## src/rtl/bus_pkg.sv

```systemverilog
// Shared widths, slave FSM state encoding and helpers for the bus_if slave side.
package bus_pkg;

   localparam int ADDR_W = 16;
   localparam int DATA_W = 32;

   localparam logic [DATA_W-1:0] ERR_READ_DATA = 32'h0;

   typedef enum logic [2:0] {
      IDLE      = 3'd0,
      ADDR_WAIT = 3'd1,
      ADDR_ACK  = 3'd2,
      DATA_WAIT = 3'd3,
      DATA_ACK  = 3'd4
   } slv_state_t;

   // One extra bit so an address below the base shows up as a borrow, never a wrap.
   function automatic logic [ADDR_W:0] addr_offset(input logic [ADDR_W-1:0] addr,
                                                   input logic [ADDR_W-1:0] base);
      return {1'b0, addr} - {1'b0, base};
   endfunction

endpackage

```

## src/rtl/bus_if.sv

```systemverilog
// Two-phase master/slave transfer bundle shared by the bus master and its slaves.
interface bus_if;
   import bus_pkg::*;

   logic              valid;
   logic              read;
   logic              write;
   logic [ADDR_W-1:0] addr;
   logic [DATA_W-1:0] write_data;
   logic              ready;
   logic [DATA_W-1:0] read_data;

   modport master (
      output valid, read, write, addr, write_data,
      input  ready, read_data
   );

   modport slave (
      input  valid, read, write, addr, write_data,
      output ready, read_data
   );

endinterface

```

## src/rtl/slave_regfile_reg_bank.sv

```systemverilog
// Register storage for slave_regfile: one write port gated by RO_MASK, one combinational read port.
module reg_bank
   import bus_pkg::*;
#(
   parameter int                  NUM_REGS = 8,
   parameter int                  IDX_W    = 3,
   parameter logic [NUM_REGS-1:0] RO_MASK  = '0
) (
   input  logic              clk,
   input  logic              reset,
   input  logic              wr_en,
   input  logic [IDX_W-1:0]  wr_idx,
   input  logic [DATA_W-1:0] wr_data,
   output logic              wr_ro,
   input  logic [IDX_W-1:0]  rd_idx,
   output logic [DATA_W-1:0] rd_data
);

   logic [DATA_W-1:0] regs_reg [NUM_REGS];

   genvar gi;
   generate
      for (gi = 0; gi < NUM_REGS; gi++) begin : g_reg
         always_ff @(posedge clk) begin
            if (reset) begin
               regs_reg[gi] <= '0;
            end else if (wr_en && !RO_MASK[gi] && (wr_idx == IDX_W'(gi))) begin
               regs_reg[gi] <= wr_data;
            end
         end
      end
   endgenerate

   // Indices beyond NUM_REGS never match, so they read as zero and look writable;
   // the caller's range check rejects them before they get here.
   always_comb begin
      rd_data = '0;
      wr_ro   = 1'b0;
      for (int i = 0; i < NUM_REGS; i++) begin
         if (rd_idx == IDX_W'(i)) begin
            rd_data = regs_reg[i];
         end
         if (wr_idx == IDX_W'(i)) begin
            wr_ro = RO_MASK[i];
         end
      end
   end

endmodule

```

## src/rtl/slave_regfile.sv

```systemverilog
// bus_if slave terminating two-phase transfers into a bank of 32-bit registers,
// with a fixed number of wait states ahead of each ready pulse.
module slave_regfile
   import bus_pkg::*;
#(
   parameter int                  NUM_REGS    = 8,
   parameter logic [ADDR_W-1:0]   BASE_ADDR   = 16'h0000,
   parameter int                  WAIT_CYCLES = 0,
   parameter logic [NUM_REGS-1:0] RO_MASK     = '0
) (
   input  logic clk,
   input  logic reset,
   bus_if.slave busa,
   output logic err,
   output logic busy
);

   localparam int                IDX_W     = (NUM_REGS > 1) ? $clog2(NUM_REGS) : 1;
   localparam logic [ADDR_W:0]   REG_COUNT = (ADDR_W + 1)'(NUM_REGS);
   localparam logic [3:0]        WAIT_LOAD = (WAIT_CYCLES > 0) ? 4'(WAIT_CYCLES - 1) : 4'd0;

   slv_state_t        state_reg, state_next;
   logic [3:0]        cnt_reg, cnt_next;
   logic [ADDR_W-1:0] cap_addr_reg;
   logic              cap_read_reg;
   logic              cap_write_reg;
   logic [DATA_W-1:0] read_data_reg;

   logic [ADDR_W:0]   live_off, cap_off;
   logic              live_hit, cap_hit;
   logic [IDX_W-1:0]  live_idx, cap_idx, rd_idx;
   logic              live_rd_ok, cap_rd_ok, cap_wr_ok, cap_ok;
   logic              wr_ro;
   logic              rd_ok_sel;
   logic              load_rd;
   logic              commit;
   logic [DATA_W-1:0] bank_rd_data;

   assign live_off = addr_offset(busa.addr, BASE_ADDR);
   assign cap_off  = addr_offset(cap_addr_reg, BASE_ADDR);
   assign live_hit = !live_off[ADDR_W] && (live_off < REG_COUNT);
   assign cap_hit  = !cap_off[ADDR_W] && (cap_off < REG_COUNT);
   assign live_idx = live_off[IDX_W-1:0];
   assign cap_idx  = cap_off[IDX_W-1:0];

   assign live_rd_ok = busa.read && !busa.write && live_hit;
   assign cap_rd_ok  = cap_read_reg && !cap_write_reg && cap_hit;
   assign cap_wr_ok  = cap_write_reg && !cap_read_reg && cap_hit && !wr_ro;
   assign cap_ok     = cap_rd_ok || cap_wr_ok;

   // With no wait states DATA_ACK follows ADDR_ACK directly, before the capture
   // registers have loaded, so the read port must look at the live bus instead.
   assign rd_idx    = (state_reg == ADDR_ACK) ? live_idx : cap_idx;
   assign rd_ok_sel = (state_reg == ADDR_ACK) ? live_rd_ok : cap_rd_ok;

   assign commit = (state_reg == DATA_ACK) && busa.valid && cap_wr_ok && !reset;

   assign busa.ready     = (state_reg == ADDR_ACK) || (state_reg == DATA_ACK);
   assign busa.read_data = read_data_reg;
   assign busy           = (state_reg != IDLE);
   assign err            = (state_reg == DATA_ACK) && busa.valid && !cap_ok;

   always_comb begin
      state_next = state_reg;
      cnt_next   = cnt_reg;
      load_rd    = 1'b0;
      case (state_reg)
         IDLE: begin
            if (busa.valid) begin
               if (WAIT_CYCLES == 0) begin
                  state_next = ADDR_ACK;
               end else begin
                  state_next = ADDR_WAIT;
                  cnt_next   = WAIT_LOAD;
               end
            end
         end
         ADDR_WAIT: begin
            if (!busa.valid) begin
               state_next = IDLE;
            end else if (cnt_reg == 4'd0) begin
               state_next = ADDR_ACK;
            end else begin
               cnt_next = cnt_reg - 4'd1;
            end
         end
         ADDR_ACK: begin
            if (!busa.valid) begin
               state_next = IDLE;
            end else if (WAIT_CYCLES == 0) begin
               state_next = DATA_ACK;
               load_rd    = 1'b1;
            end else begin
               state_next = DATA_WAIT;
               cnt_next   = WAIT_LOAD;
            end
         end
         DATA_WAIT: begin
            if (!busa.valid) begin
               state_next = IDLE;
            end else if (cnt_reg == 4'd0) begin
               state_next = DATA_ACK;
               load_rd    = 1'b1;
            end else begin
               cnt_next = cnt_reg - 4'd1;
            end
         end
         DATA_ACK: begin
            state_next = IDLE;
         end
         default: begin
            state_next = IDLE;
         end
      endcase
   end

   always_ff @(posedge clk) begin
      if (reset) begin
         state_reg     <= IDLE;
         cnt_reg       <= '0;
         cap_addr_reg  <= '0;
         cap_read_reg  <= 1'b0;
         cap_write_reg <= 1'b0;
         read_data_reg <= ERR_READ_DATA;
      end else begin
         state_reg <= state_next;
         cnt_reg   <= cnt_next;
         if ((state_reg == ADDR_ACK) && busa.valid) begin
            cap_addr_reg  <= busa.addr;
            cap_read_reg  <= busa.read;
            cap_write_reg <= busa.write;
         end
         if (load_rd) begin
            read_data_reg <= rd_ok_sel ? bank_rd_data : ERR_READ_DATA;
         end
      end
   end

   reg_bank #(
      .NUM_REGS (NUM_REGS),
      .IDX_W    (IDX_W),
      .RO_MASK  (RO_MASK)
   ) u_reg_bank (
      .clk     (clk),
      .reset   (reset),
      .wr_en   (commit),
      .wr_idx  (cap_idx),
      .wr_data (busa.write_data),
      .wr_ro   (wr_ro),
      .rd_idx  (rd_idx),
      .rd_data (bank_rd_data)
   );

endmodule

```

## src/flat_wrapper.sv

```systemverilog
// flat-port wrapper written by rule: the top's interface ports become plain ports
module slave_regfile_flat import bus_pkg::*;
#(
   parameter int                  NUM_REGS    = 8,
   parameter logic [ADDR_W-1:0]   BASE_ADDR   = 16'h0000,
   parameter int                  WAIT_CYCLES = 0,
   parameter logic [NUM_REGS-1:0] RO_MASK     = '0
)
  (clk, reset, err, busy, busa_valid, busa_read, busa_write, busa_addr, busa_write_data, busa_ready, busa_read_data);
  bus_if busa_i ();
  input  logic clk;
  input  logic reset;
  output logic err;
  output logic busy;
  input wire logic [$bits(busa_i.valid)-1:0] busa_valid;
  input wire logic [$bits(busa_i.read)-1:0] busa_read;
  input wire logic [$bits(busa_i.write)-1:0] busa_write;
  input wire logic [$bits(busa_i.addr)-1:0] busa_addr;
  input wire logic [$bits(busa_i.write_data)-1:0] busa_write_data;
  output wire logic [$bits(busa_i.ready)-1:0] busa_ready;
  output wire logic [$bits(busa_i.read_data)-1:0] busa_read_data;
  assign busa_i.valid = busa_valid;
  assign busa_i.read = busa_read;
  assign busa_i.write = busa_write;
  assign busa_i.addr = busa_addr;
  assign busa_i.write_data = busa_write_data;
  assign busa_ready = busa_i.ready;
  assign busa_read_data = busa_i.read_data;
  slave_regfile #(.NUM_REGS(NUM_REGS), .BASE_ADDR(BASE_ADDR), .WAIT_CYCLES(WAIT_CYCLES), .RO_MASK(RO_MASK)) u_core (.clk(clk), .reset(reset), .busa(busa_i), .err(err), .busy(busy));
endmodule
```

## config.mk

```make
export PLATFORM = sky130hd
export DESIGN_NAME = slave_regfile_flat
export DESIGN_NICKNAME = d
export VERILOG_FILES = /design/src/rtl/bus_pkg.sv /design/src/rtl/bus_if.sv /design/src/rtl/slave_regfile_reg_bank.sv /design/src/rtl/slave_regfile.sv /design/src/flat_wrapper.sv
export SDC_FILE = /design/constraint.sdc
export NUM_CORES = 1
export LEC_CHECK = 0
export ABC_AREA = 1
export ABC_CLOCK_PERIOD_IN_PS = 4810
export CORE_ASPECT_RATIO = 1.25
export CORE_MARGIN = 4
export CORE_UTILIZATION = 35
export CTS_CLUSTER_DIAMETER = 60
export DETAILED_ROUTE_END_ITERATION = 6
export GPL_ROUTABILITY_DRIVEN = 1
export GPL_TIMING_DRIVEN = 0
export PLACE_DENSITY = 0.62
export SLEW_MARGIN = 10
export SYNTH_ARGS = -nofsm -noshare
export SYNTH_HDL_FRONTEND = slang
export SYNTH_HIERARCHICAL = 1
export SYNTH_SLANG_ARGS = --single-unit
```

## constraint.sdc

```tcl
create_clock -name clk -period 4.81 [get_ports clk]
set_input_delay 0.481 -clock clk [delete_from_list [all_inputs] [get_ports clk]]
set_output_delay 0.481 -clock clk [all_outputs]
set_load 0.1 [all_outputs]
```

-- Yosys cells after proc, flatten, opt, wreduce, memory -nomap -nowiden
Memories as Yosys holds them, arrays and structs flattened.
Index checks and enable logic that the tools add are counted.
- bits in registers: 57
- bits in writable memories: 256
- memories kept: 1
- memory list (name ; depth ; bits a word ; read ports ; clocked after Yosys merged registers in ; wr ports ; line ; source):
    u_core.u_reg_bank.regs_reg ; 8 ; 32 ; 8 ; 0 ; 8 ; slave_regfile_reg_bank.sv:19 ; logic [DATA_W-1:0] regs_reg [NUM_REGS];
- add/sub/neg operators: 1
- order comparisons: 2
- equal/unequal tests: 21
- mux-type cells: 56
- bitwise logic cells: 9
- reduce and logical (&&, ||, !) cells: 34
- operators by type and width (cell ; number):
    $mux 32 ; 17
    $lt 16x4->1 const B ; 2
    $mux 1 ; 30
    $eq 3x3->1 const B ; 9
    $mux 3 ; 7
    $logic_and 1x1->1 ; 19
    $eq 3x2->1 const B ; 6
    $pmux 3 s4 ; 1
    $eq 3x1->1 const B ; 3
    $logic_not 3->1 ; 3
    $or 1x1->1 ; 8
    $ne 3x2->1 const B ; 2
    $reduce_and 3->1 ; 2
    $logic_not 1->1 ; 5
    $logic_not 4->1 ; 1
    $sub 4x1->4 const B ; 1
    $reduce_bool 3->1 ; 1
    $logic_or 1x1->1 ; 2
    $ne 2x2->1 const B ; 1
    $pmux 1 s2 ; 1
    $reduce_or 2->1 ; 1
    $not 1->1 ; 1

-- Logic depth before layout (Yosys ltp)
- depth after elaboration: 12
- depth in mapped cells: 14
- depth with buffers taken out: 11

-- By module
The synthesis kept the hierarchy.
- modules (own cells, without submodules) (module ; times used ; cells each ; area each (µm²) ; sequential area each (µm²)):
    reg_bank ; 1 ; 1047 ; 11169.5 ; 7687.4
    slave_regfile ; 1 ; 270 ; 2145.8 ; 1041.0

-- Worst setup path after synthesis
OpenSTA, ideal clock, no wires.
- path type: register -> register
- from: register u_core.cap_addr_reg[8]
- to: memory u_core.u_reg_bank.regs_reg[7][4], in the netlist u_core/u_reg_bank/regs_reg[1][100], enable pin
- library setup time: 466 ps
- arrival: 3257 ps
- data required time: 4344 ps
- slack: 1088 ps
- cell stages (with the launch flop): 8
- clock period less this slack: 3722 ps
- path through: dfxtp_1 -> nor2_1 -> nand2_1 -> nor2_2 -> nand4_1 -> nor3_1 -> nand2_1 -> o21ai_0
- RTL lines (element ; line ; source):
    from (decl) ; slave_regfile.sv:24 ; logic [ADDR_W-1:0] cap_addr_reg;
    from (signal assigned) ; slave_regfile.sv:129 ; cap_addr_reg <= busa.addr;
    to (decl) ; slave_regfile_reg_bank.sv:19 ;

-- Final worst setup path
- from: register u_core.state_reg[2]
- to: register u_core.read_data_reg[17], in the netlist u_core/busa.read_data[17]
- longest elaborated chain between the ends: 12
- elaborated cells on any way between the ends: 22
- ends and longest elaborated chain (element ; line ; source):
    from (decl) ; slave_regfile.sv:22 ; slv_state_t state_reg, state_next;
    from (signal assigned) ; slave_regfile.sv:126 ; state_reg <= state_next;
    $eq 3x2->1 (*) ; slave_regfile.sv:53 ; assign rd_idx = (state_reg == ADDR_ACK) ? live_idx : cap_idx;
    $mux 3 (*) ; slave_regfile.sv:53 ;
    named net u_core.rd_idx[0] ; slave_regfile.sv:31 ; logic [IDX_W-1:0] live_idx, cap_idx, rd_idx;
    $logic_not 3->1 ; slave_regfile_reg_bank.sv:40 ; if (rd_idx == IDX_W'(i)) begin
    $mux 32 (7 in a row) ; slave_regfile_reg_bank.sv:40 ;
    $mux 32 (*) ; slave_regfile_reg_bank.sv:40 ;
    named net u_core.bank_rd_data[17] ; slave_regfile.sv:37 ; logic [DATA_W-1:0] bank_rd_data;
    $mux 32 (*) ; slave_regfile.sv:134 ; read_data_reg <= rd_ok_sel ? bank_rd_data : ERR_READ_DATA;
    to (signal assigned) ; slave_regfile.sv:134 ;
    to (decl) ; slave_regfile.sv:27 ; logic [DATA_W-1:0] read_data_reg;
The timed path passes the listed nets; every way through them passes the cells marked *.
A chain may end at the register's enable or synchronous reset.

==> summary.md <==
| Metric | Value |
|---|---|
| Startpoint types | `register` |
| Clock Pin Slew Worst Setup and Hold Paths | `0.06 ns` |
| Clock Latency Late Sink | `0.57 ns` |
| # diodes | `0` |
| Post-synth top area share | `57.7%` |
| Pwr Total | `0.00616 W` |
| Core area | `37400 µm²` |
| Worst EP required | `5.31 ns` |
| Finished layout cell area | `16000 µm²` |
| Final Skew | `0.0310 ns` |
| Clock Tree Buf Depth | `3` |
| Power density over cell area | `385 nW/µm²` |
| Total global-route track usage | `18.2%` |
| Worst reg2reg setup slack | `1.64 ns` |
| Worst-case reg-to-reg path depth | `11` |
| Pin count of the biggest net entering global routing | `25` |
| Slew HR | `34.0%` |
| Detailed Place HPWL | `26300 µm` |
| Core Util, Final | `42.8%` |
| Total number of vias | `10.3k` |
| H-Tree Depth | `1` |
| Most frequent CP cell | `nand2_1` |
| DP Area | `15000 µm²` |
| Routed length per instance | `19.7 µm` |
| Hold path start | `u_core/cap_addr_reg[2]$_SDFFE_PP0P_` |
| Synth area leaders | `edfxtp_1 (58%), nor2_1 (9.7%), dfxtp_1 (7.8%)` |
| CTS Buf Count | `29` |
| Syn Area/Cell | `10.1 µm²` |
| Fmax | `315 MHz` |
| WL final | `38400 µm` |
| Hold slack final | `0.493 ns` |
| Post-CTS Setup Inserts | `0` |
| # rows | `79` |
| Hold Path Sink | `u_core/cap_addr_reg[2]$_SDFFE_PP0P_` |
| Register bit total from synthesis | `308` |
| Synth Warn # | `6` |
| Count of final hold-check violations | `0` |
| Cts hold-fix bufs | `0` |
| Vias/cell | `5.28` |
| Filler instances | `3497` |
| Vias in the first global route | `10.0k` |
| Combinational power share | `12.4%` |
| Seq/Total Area, Yosys | `65.6%` |
| Slowest-stage cell, CP | `clkbuf_1` |
| Max Cap Viol | `0` |
| DRT antenna net count | `0` |
| Clock root cell | `clkbuf_16` |
| Distinct cell type count after synthesis | `27` |
| Post-synth top area cell | `edfxtp_1` |
| First-pass GRT wire length | `58400 µm` |
| Setup repair after global routing missed its margin | `false` |
| R2R Path Start | `u_core/state_reg[2]$_SDFFE_PP0P_` |
| Cells along the critical path | `inv_1 -> ha_1 -> buf_4 -> o21ai_0 -> inv_2 -> nor3_2 -> clkbuf_1 -> nand2_1 -> nand4_1 -> nand2_1 -> a21oi_1` |
| Clock power frac | `38.7%` |
| CP endpoint kind | `register` |
| Setup violators final | `0` |
| Pint | `0.00457 W` |
| Leakage power | `6.02 nW` |
| Largest stage delay on the critical path | `0.60 ns` |
| Switching Share | `25.9%` |
| GRT overflow | `0` |
| Die ar. | `41200 µm²` |
| Critical R2R Capture | `u_core/busa.read_data[17]$_SDFFE_PP0P_` |
| Hold Path Class | `register to register` |
| Gate Count Post-Synth | `1317` |
| Iter 0 DRT Violations | `1025` |
| WS Path Type | `register to register` |
| Starting Density | `35.6%` |
| Iteration count of the initial detailed-routing pass | `5` |
| Final period util | `65.9%` |
| Nets | `1499` |
| Chip width | `182 µm` |
| WHS Path Cells | `2` |
| Minimum clock period | `3.17 ns` |
| Initial antenna violation count | `1` |
| Chip height | `226 µm` |
| Max Slew Vio Count | `0` |
| Worst vdd ir | `0.237 mV` |
| Net Count, Synth | `1373` |
| Sequential power share | `48.9%` |
| Data arrival, critical path | `3.67 ns` |
| TritonCTS clock tree | `yes` |
| Max reg flops | `256` |
| Synthesized cell area | `13300 µm²` |
| Layout cells sized above 1 | `9.14%` |
| Gpl congestion | `0.868` |
| Syn-to-layout area delta | `20.1%` |
| Clk sinks | `308` |
| Worst Max-Slew Pin Slew | `0.987 ns` |
| # port buffers | `87` |
| CP Max Fanout | `10` |
| P_sw | `0.00159 W` |
| DRC violations left | `0` |
| Post-cts sizing count | `0` |
| I/O pins | `88` |
| Status | `completed` |
placed cells by master, fill, tap and decap left out, types with 4 or more instances in the layout:
cell             synthesis  layout
edfxtp_1               256     256
nand2_2                 11      18
dfxtp_1                 52      52
a21oi_1                 41      41
nand4_1                164     164
clkbuf_1                51      52
buf_2                   36      36
clkbuf_16                0      29
a21oi_2                  6       6
nand3_1                 42      42
clkdlybuf4s50_1          0      87
nand2_1                144     137
inv_1                   91      91
clkbuf_8                 0       5
buf_12                   1       8
bufinv_16                0       4
nor2_1                 345     345
o21ai_0                 54      53
clkinv_2                 0       9
critical path: cells and delay by family, from the launching register on:
kind | cells | cell delay [ns]
and+or+nand+nor | 4 | 0.82
AOI/OAI and AO/OA | 2 | 0.71
adders and majority gates | 1 | 0.18
buffers and inverters | 4 | 1.06
DFF | 1 | 0.35
Yosys cell counts, drive strengths merged:
library cell	count
dfxtp	52
nor3	4
edfxtp	256
nand2	156
nand3	42
ha	3
a21oi	47
and3b	1
nor2	347
conb	1
nand4	165
inv	94
clkbuf	51
buf	43
o21ai	54
a211oi	1
final cells by class:
class | instances | area (µm²) | share of cell area [%]
clock inverter | 19 | 200 | 1.25
clock buffer | 35 | 798 | 4.99
buffer | 94 | 437 | 2.73
inverter | 94 | 353 | 2.21
multi-input combinational | 821 | 3830 | 23.9
tap | 486 | 608 | 3.80
timing repair buffer | 95 | 1040 | 6.50
sequential | 308 | 8730 | 54.6
logic make-up after synthesis:
logic type | after synthesis | synth area share [%]
AOI/OAI and AO/OA | 102 | 4.02
and+or+nand+nor | 715 | 24.2
other | 1 | 0.0282
adders and majority gates | 3 | 0.282
DFF | 308 | 65.6
buffers and inverters | 188 | 5.93
power by group through the flow:
stage                     clock [W]  sequential [W]  combinational (W)
after global placement            0         0.00307           0.000736
after CTS                   0.00241         0.00301           0.000763
after detailed placement          0         0.00307           0.000761
after global routing        0.00252         0.00302           0.000819
final                       0.00238         0.00301           0.000766
after floorplan                   0         0.00319           0.000352
layer usage:
layer	wire, µm	global-route usage (%)	vias to the layer above
met4	1060	6.18	0
met1	15400	23.5	4981
li1	-	-	4796
met2	19100	31.5	461
met3	2830	2.53	68
met5	0	0	-
per-stage QoR:
stage               setup slack (ns)  instances  setup TNS (ns)
finish                          1.64       1952               0
global route                    1.34       1952               0
CTS                             1.67       1952               0
detailed placement              1.68       1898               0
global placement               -2.02       1890          -64.69
floorplan                       1.09       1317               0
worst max path at each step:
stage	depth (start not counted)	slack [ns]	start	endpoint
4_1_cts	11	1.67	u_core/state_reg[2]$_SDFFE_PP0P_	u_core/busa.read_data[13]$_SDFFE_PP0P_
3_5_place_dp	11	1.68	u_core/state_reg[2]$_SDFFE_PP0P_	u_core/busa.read_data[13]$_SDFFE_PP0P_
3_3_place_gp	5	-2.02	busa_valid	u_core/u_reg_bank/regs_reg[1][104]$_SDFFCE_PN0P_
2_1_floorplan	7	1.09	u_core/cap_addr_reg[8]$_SDFFE_PP0P_	u_core/u_reg_bank/regs_reg[1][100]$_SDFFCE_PN0P_
5_1_grt	11	1.34	u_core/state_reg[2]$_SDFFE_PP0P_	u_core/busa.read_data[23]$_SDFFE_PP0P_
6_report	11	1.64	u_core/state_reg[2]$_SDFFE_PP0P_	u_core/busa.read_data[17]$_SDFFE_PP0P_
Note: power is estimated with default switching activity, not from simulation.
